==> src/rtl/stage_id.sv <==
// Instruction Decode stage: decodes the fetched word, reads the write-first register
// file, detects load-use hazards and registers the result into the ID/EX register.
module stage_id #(
  parameter logic [31:0] RESET_PC4 = 32'd4
) (
  input  logic        Clk,
  input  logic        Clrn,
  input  logic [31:0] IFout_PC4,
  input  logic [31:0] IFout_Inst,
  input  logic        MEM_PCSrc,
  input  logic        WB_RegWrite,
  input  logic [4:0]  WB_Rd,
  input  logic [31:0] WB_Data,
  output logic        IF_EN,
  output logic        IDout_Valid,
  output logic [31:0] IDout_PC4,
  output logic [31:0] IDout_A,
  output logic [31:0] IDout_B,
  output logic [31:0] IDout_Imm,
  output logic [31:0] IDout_Jtarg,
  output logic [4:0]  IDout_Rs,
  output logic [4:0]  IDout_Rt,
  output logic [4:0]  IDout_Rd,
  output logic        IDout_RegWrite,
  output logic        IDout_MemtoReg,
  output logic        IDout_MemRead,
  output logic        IDout_MemWrite,
  output logic        IDout_Branch,
  output logic        IDout_Jump,
  output logic        IDout_ALUSrc,
  output logic        IDout_RegDst,
  output logic [2:0]  IDout_ALUCtrl
);

  localparam logic [5:0] OP_RTYPE = 6'h00;
  localparam logic [5:0] OP_J     = 6'h02;
  localparam logic [5:0] OP_BEQ   = 6'h04;
  localparam logic [5:0] OP_ADDI  = 6'h08;
  localparam logic [5:0] OP_LW    = 6'h23;
  localparam logic [5:0] OP_SW    = 6'h2B;

  localparam logic [2:0] ALU_AND = 3'b000;
  localparam logic [2:0] ALU_OR  = 3'b001;
  localparam logic [2:0] ALU_ADD = 3'b010;
  localparam logic [2:0] ALU_SUB = 3'b110;
  localparam logic [2:0] ALU_SLT = 3'b111;

  logic [31:0] r_regs [32];

  logic [5:0]  w_op;
  logic [5:0]  w_funct;
  logic [4:0]  w_rs;
  logic [4:0]  w_rt;
  logic        w_regwrite, w_memtoreg, w_memread, w_memwrite;
  logic        w_branch, w_jump, w_alusrc, w_regdst;
  logic [2:0]  w_aluctrl;
  logic [31:0] w_a;
  logic [31:0] w_b;
  logic        w_uses_rt;
  logic        w_stall;
  logic        w_bubble;

  assign w_op    = IFout_Inst[31:26];
  assign w_funct = IFout_Inst[5:0];
  assign w_rs    = IFout_Inst[25:21];
  assign w_rt    = IFout_Inst[20:16];

  // Main decoder: opcode/funct to control bits; anything unrecognised is a NOP
  always_comb begin
    w_regwrite = 1'b0;
    w_memtoreg = 1'b0;
    w_memread  = 1'b0;
    w_memwrite = 1'b0;
    w_branch   = 1'b0;
    w_jump     = 1'b0;
    w_alusrc   = 1'b0;
    w_regdst   = 1'b0;
    w_aluctrl  = ALU_ADD;
    case (w_op)
      OP_RTYPE: begin
        case (w_funct)
          6'h20:   begin w_regwrite = 1'b1; w_regdst = 1'b1; w_aluctrl = ALU_ADD; end
          6'h22:   begin w_regwrite = 1'b1; w_regdst = 1'b1; w_aluctrl = ALU_SUB; end
          6'h24:   begin w_regwrite = 1'b1; w_regdst = 1'b1; w_aluctrl = ALU_AND; end
          6'h25:   begin w_regwrite = 1'b1; w_regdst = 1'b1; w_aluctrl = ALU_OR;  end
          6'h2A:   begin w_regwrite = 1'b1; w_regdst = 1'b1; w_aluctrl = ALU_SLT; end
          default: w_aluctrl = ALU_ADD;
        endcase
      end
      OP_LW:   begin w_regwrite = 1'b1; w_memtoreg = 1'b1; w_memread = 1'b1; w_alusrc = 1'b1; end
      OP_SW:   begin w_memwrite = 1'b1; w_alusrc = 1'b1; end
      OP_BEQ:  begin w_branch = 1'b1; w_aluctrl = ALU_SUB; end
      OP_ADDI: begin w_regwrite = 1'b1; w_alusrc = 1'b1; end
      OP_J:    w_jump = 1'b1;
      default: w_aluctrl = ALU_ADD;
    endcase
  end

  // Write-first register read so a WB write lands in the same cycle's operands
  always_comb begin
    if (w_rs == 5'd0) begin
      w_a = 32'd0;
    end else if (WB_RegWrite && (WB_Rd == w_rs)) begin
      w_a = WB_Data;
    end else begin
      w_a = r_regs[w_rs];
    end
    if (w_rt == 5'd0) begin
      w_b = 32'd0;
    end else if (WB_RegWrite && (WB_Rd == w_rt)) begin
      w_b = WB_Data;
    end else begin
      w_b = r_regs[w_rt];
    end
  end

  // rt is only a source for R-type, sw and beq; addi/lw write it instead
  assign w_uses_rt = (w_op == OP_RTYPE) || (w_op == OP_SW) || (w_op == OP_BEQ);
  assign w_stall   = IDout_Valid && IDout_MemRead && (IDout_Rt != 5'd0) &&
                     ((IDout_Rt == w_rs) || ((IDout_Rt == w_rt) && w_uses_rt));
  assign w_bubble  = MEM_PCSrc || w_stall;
  assign IF_EN     = MEM_PCSrc || !w_stall;

  // Register file storage; register 0 is never written
  always_ff @(posedge Clk or negedge Clrn) begin
    if (!Clrn) begin
      for (int i = 0; i < 32; i++) r_regs[i] <= 32'd0;
    end else if (WB_RegWrite && (WB_Rd != 5'd0)) begin
      r_regs[WB_Rd] <= WB_Data;
    end
  end

  // ID/EX pipeline register; bubbles clear Valid and every control bit
  always_ff @(posedge Clk or negedge Clrn) begin
    if (!Clrn) begin
      IDout_Valid    <= 1'b0;
      IDout_PC4      <= RESET_PC4;
      IDout_A        <= 32'd0;
      IDout_B        <= 32'd0;
      IDout_Imm      <= 32'd0;
      IDout_Jtarg    <= 32'd0;
      IDout_Rs       <= 5'd0;
      IDout_Rt       <= 5'd0;
      IDout_Rd       <= 5'd0;
      IDout_RegWrite <= 1'b0;
      IDout_MemtoReg <= 1'b0;
      IDout_MemRead  <= 1'b0;
      IDout_MemWrite <= 1'b0;
      IDout_Branch   <= 1'b0;
      IDout_Jump     <= 1'b0;
      IDout_ALUSrc   <= 1'b0;
      IDout_RegDst   <= 1'b0;
      IDout_ALUCtrl  <= ALU_ADD;
    end else begin
      IDout_PC4   <= IFout_PC4;
      IDout_A     <= w_a;
      IDout_B     <= w_b;
      IDout_Imm   <= {{16{IFout_Inst[15]}}, IFout_Inst[15:0]};
      IDout_Jtarg <= {IFout_PC4[31:28], IFout_Inst[25:0], 2'b00};
      IDout_Rs    <= w_rs;
      IDout_Rt    <= w_rt;
      IDout_Rd    <= IFout_Inst[15:11];
      if (w_bubble) begin
        IDout_Valid    <= 1'b0;
        IDout_RegWrite <= 1'b0;
        IDout_MemtoReg <= 1'b0;
        IDout_MemRead  <= 1'b0;
        IDout_MemWrite <= 1'b0;
        IDout_Branch   <= 1'b0;
        IDout_Jump     <= 1'b0;
        IDout_ALUSrc   <= 1'b0;
        IDout_RegDst   <= 1'b0;
        IDout_ALUCtrl  <= ALU_ADD;
      end else begin
        IDout_Valid    <= 1'b1;
        IDout_RegWrite <= w_regwrite;
        IDout_MemtoReg <= w_memtoreg;
        IDout_MemRead  <= w_memread;
        IDout_MemWrite <= w_memwrite;
        IDout_Branch   <= w_branch;
        IDout_Jump     <= w_jump;
        IDout_ALUSrc   <= w_alusrc;
        IDout_RegDst   <= w_regdst;
        IDout_ALUCtrl  <= w_aluctrl;
      end
    end
  end

endmodule

==> config.mk <==
export PLATFORM = sky130hd
export DESIGN_NAME = stage_id
export DESIGN_NICKNAME = d
export VERILOG_FILES = /design/src/rtl/stage_id.sv
export SDC_FILE = /design/constraint.sdc
export NUM_CORES = 2
export LEC_CHECK = 0
export ABC_CLOCK_PERIOD_IN_PS = 2200
export CAP_MARGIN = 20
export CORE_MARGIN = 2
export CORE_UTILIZATION = 60
export DETAILED_ROUTE_END_ITERATION = 8
export PLACE_DENSITY_LB_ADDON = 0.05
export SYNTH_ARGS = -nofsm -noshare
export SYNTH_HDL_FRONTEND = slang
export SYNTH_SLANG_ARGS = --single-unit
==> constraint.sdc <==
create_clock -name Clk -period 2.2 [get_ports Clk]
set_clock_uncertainty 0.1 [all_clocks]
set_input_delay 0.44 -clock Clk [delete_from_list [all_inputs] [get_ports Clk]]
set_output_delay 0.44 -clock Clk [all_outputs]
set_load 0.02 [all_outputs]
==> flow_summary_export.csv <==
group,metric,value,unit
critical_path,cp_slowest_cell,"or4_4",
synth,synth_compound_area_frac,0.05679,
critical_path,critPathKind,"flip-flop to output pin",
detailed_routing,routed-via-count,41890,
detailed_routing,viasPerCell,7.112,
synth,syn_area_per_cell,14.60,um^2
hold_path,min_path_type,"input pin to flip-flop",
synth,synth_mux_area_frac,0.3846,
pwr,leakage,31.99,nW
global_routing,track_usage,0.4038,
timing,worstMarginPinSlew,0.9898,ns
finish,final_area,71340,um^2
placement,place_ws,-0.8668,ns
floorplanning,start_util,0.6033,
finish,final_util,0.7269,
finish,mostFrequentLayoutCells,"1,148 x dfrtp_1, 974 x mux2_2, 383 x mux4_2",
run,maxCapViolCount,0,
run_status,status,"complete, but fails checks",
run_status,violations,"setup timing",
synth,synth_ff_type,"dfrtp_1",
global_routing,antenna_found_initial,5,
global_routing,grt_pass1_wl,299.1,mm
critical_path,worstPathCellList,"buf_4 > or4_4 > nor2_4 > a211oi_2 > nand2b_1 > buf_6",
synth,synthCells,4054,
placement,placed_cell_area,67120,um^2
synth,synth_xor_area_frac,0.002959,
synth,yosysUniqueCellTypes,66,
floorplanning,core_area,98130,um^2
synth,synth_top_family_by_area,"multiplexers",
clocking,clockBufferDepth,3,
floorplanning,io_pins,293,
pwr,power.density,883.4,nW/um^2
synth,yosys.area_share.simple,0.02274,
clocking,cts_tree,"built",
timing,rsz0062_at_grt,"yes",
detailed_routing,wl_met1,77.82,mm
finish,syn_to_final_growth,20.50,%
detailed_routing,wl_per_cell,34.48,um
synth,synth_fa_ha_area_frac,0,
hold_path,min_path_cells,1,
pwr,ir_drop,0.6893,mV
global_routing,grt_max_degree,76,
synth,synth-seq-area-share,0.4891,
timing,post-route-min-period,2.753,ns
clocking,clockRootBuffer,"clkbuf_16",
clocking,insertion_delay,0.73,ns
clocking,htreeDepth,3,
detailed_routing,routed_wl,203.1,mm
timing,maxSlewViolCount,0,
global_routing,grt_pass1_vias,43710,
placement,port-buffer-count,290,
synth,async_reset_ff_frac,1.000,
clocking,cts_buffers,121,
floorplanning,std_cell_rows,115,
detailed_routing,antenna_left,0,
timing,fmax,363.3,MHz
floorplanning,dieWidth,318.1,um
critical_path,timing.reg2reg.worst_path_depth,5,
clocking,path_clk_slew,0.06,ns
timing,setup-violations-final,1,
floorplanning,die_area,101200,um^2
timing,finalWorstSetupSlack,-0.5526,ns
timing,fin_hold_ws,0.05631,ns
global_routing,grt_overflow,0,
clocking,clock-sinks,1157,
detailed_routing,top_layer,"met5",
floorplanning,fp.dieH,318.1,um
finish,final_common_cell,"dfrtp_1",
detailed_routing,met2_length,92.98,mm
critical_path,max_stage_delay,0.54,ns
critical_path,startpoint_type,"flip-flop",
detailed_routing,drcViolationCount,0,
finish,final_cells,5890,
finish,drive_above_1_share,0.4719,
placement,dp_hpwl,137.6,mm
placement,placed_cells,5653,
synth,ys_warn_count,0,
placement,gp_congestion,0.9512,
finish,fin_nets,4604,
critical_path,endpoint_kind,"output pin",
critical_path,cp_max_fo,3,
detailed_routing,dr.pass1.iters,5,
timing,hold_viol_final,0,
timing,period_share,1.251,
synth,synth-edff-count,0,
synth,synth-seq-cells,1157,
detailed_routing,wl_met3,20.84,mm
synth,syn_area,59200,um^2
critical_path,critPathRequiredTime,1.66,ns
detailed_routing,drt-initial-drc-count,4860,
critical_path,worstPathArrival,2.21,ns
timing,relSlewSlack,0.3388,
critical path, delay by kind of cell, from the launching register on:
kind / cells / cell delay (ns)
AOI/OAI and AO/OA: 1 / 0.05
buffers and inverters: 2 / 0.28
DFF: 1 / 0.42
and+or+nand+nor: 3 / 0.76
routing by layer:
metal	vias to the layer above	track usage
met2	2709	0.6188
met3	647	0.09737
met4	4	0.1957
met5	-	0
met1	22130	0.5476
li1	16400	-
power breakdown:
part           leakage [nW]  internal [W]  total (W)  switching, W
clock network          2.09        0.0131     0.0220       0.00887
registers              14.8        0.0251     0.0282       0.00313
logic                  15.1       0.00728     0.0128       0.00552
worst paths after layout:
path | start | to | slack [ns]
worst max-delay path | IDout_Rt[1] | IF_EN | -0.55
min in group asynchronous | Clrn | IDout_Jtarg[31] | 0.13
worst min register to register | r_regs[1020] | r_regs[1020] | 0.30
worst max register to register | r_regs[901] | IDout_B[5] | 0.02
max in group asynchronous | Clrn | r_regs[31] | 0.89
worst min-delay path | IFout_PC4[0] | IDout_PC4[0] | 0.06
per-stage QoR:
step | power (W) | TNS [ns]
after global routing | 0.06521 | -0.6799
after floorplan | 0.03596 | -0.7755
final | 0.06302 | -0.5526
after CTS | 0.06291 | -0.6777
after detailed placement | 0.04122 | -560.30
after global placement | 0.04036 | -556.31
cells by family (layout without fill, tap and decap cells):
| family | after synthesis | in the layout |
|---|---|---|
| other cells | 1 | 4 |
| buf+inv | 504 | 1050 |
| flops | 1157 | 1157 |
| simple gates | 263 | 263 |
| xor+xnor | 20 | 20 |
| mux | 1662 | 1662 |
| compound gates | 447 | 447 |
cell usage after synthesis, types with 38 or more instances:
master | instances | share of area
dfrtp_1 | 1155 | 0.49
mux2_2 | 974 | 0.19
mux4_2 | 383 | 0.15
mux2i_1 | 278 | 0.047
clkbuf_1 | 208 | 0.013
buf_2 | 148 | 0.013
nand2_1 | 99 | 0.0063
a22oi_1 | 89 | 0.011
buf_4 | 68 | 0.0086
a21oi_1 | 60 | 0.0051
a211oi_1 | 58 | 0.0074
o22ai_1 | 50 | 0.0053
buf_1 | 44 | 0.0028
nor2_1 | 38 | 0.0024
flip-flops by register name, indices dropped and copies added, names as in the netlist, 3 cells and up:
signal         count
IDout_A           32
IDout_ALUCtrl      3
IDout_B           32
IDout_Imm         11
IDout_Jtarg        4
IDout_PC4         31
IDout_Rd           4
IDout_Rs           4
IDout_Rt           4
r_regs          1024
final cells by class:
type	instances	area, um^2
sequential	1157	28960
multi-input combinational	2394	27940
fill	6402	26800
timing repair buffer	817	8533
clock buffer	174	3488
tap	1287	1610
clock inverter	51	767.0
inverter	8	30.03
antenna	2	5.005
repair_timing:
| item | in CTS | in global routing |
|---|---|---|
| pin swaps | 5 | 2 |
| resized for setup | 216 | 23 |
| endpoints found under the hold margin | 404 | 1 |
| hold buffers | 3 | 1 |
| setup buffers | 7 | 0 |
| endpoints found under the setup margin | 239 | 46 |
Power figures use the tool's default switching activity.
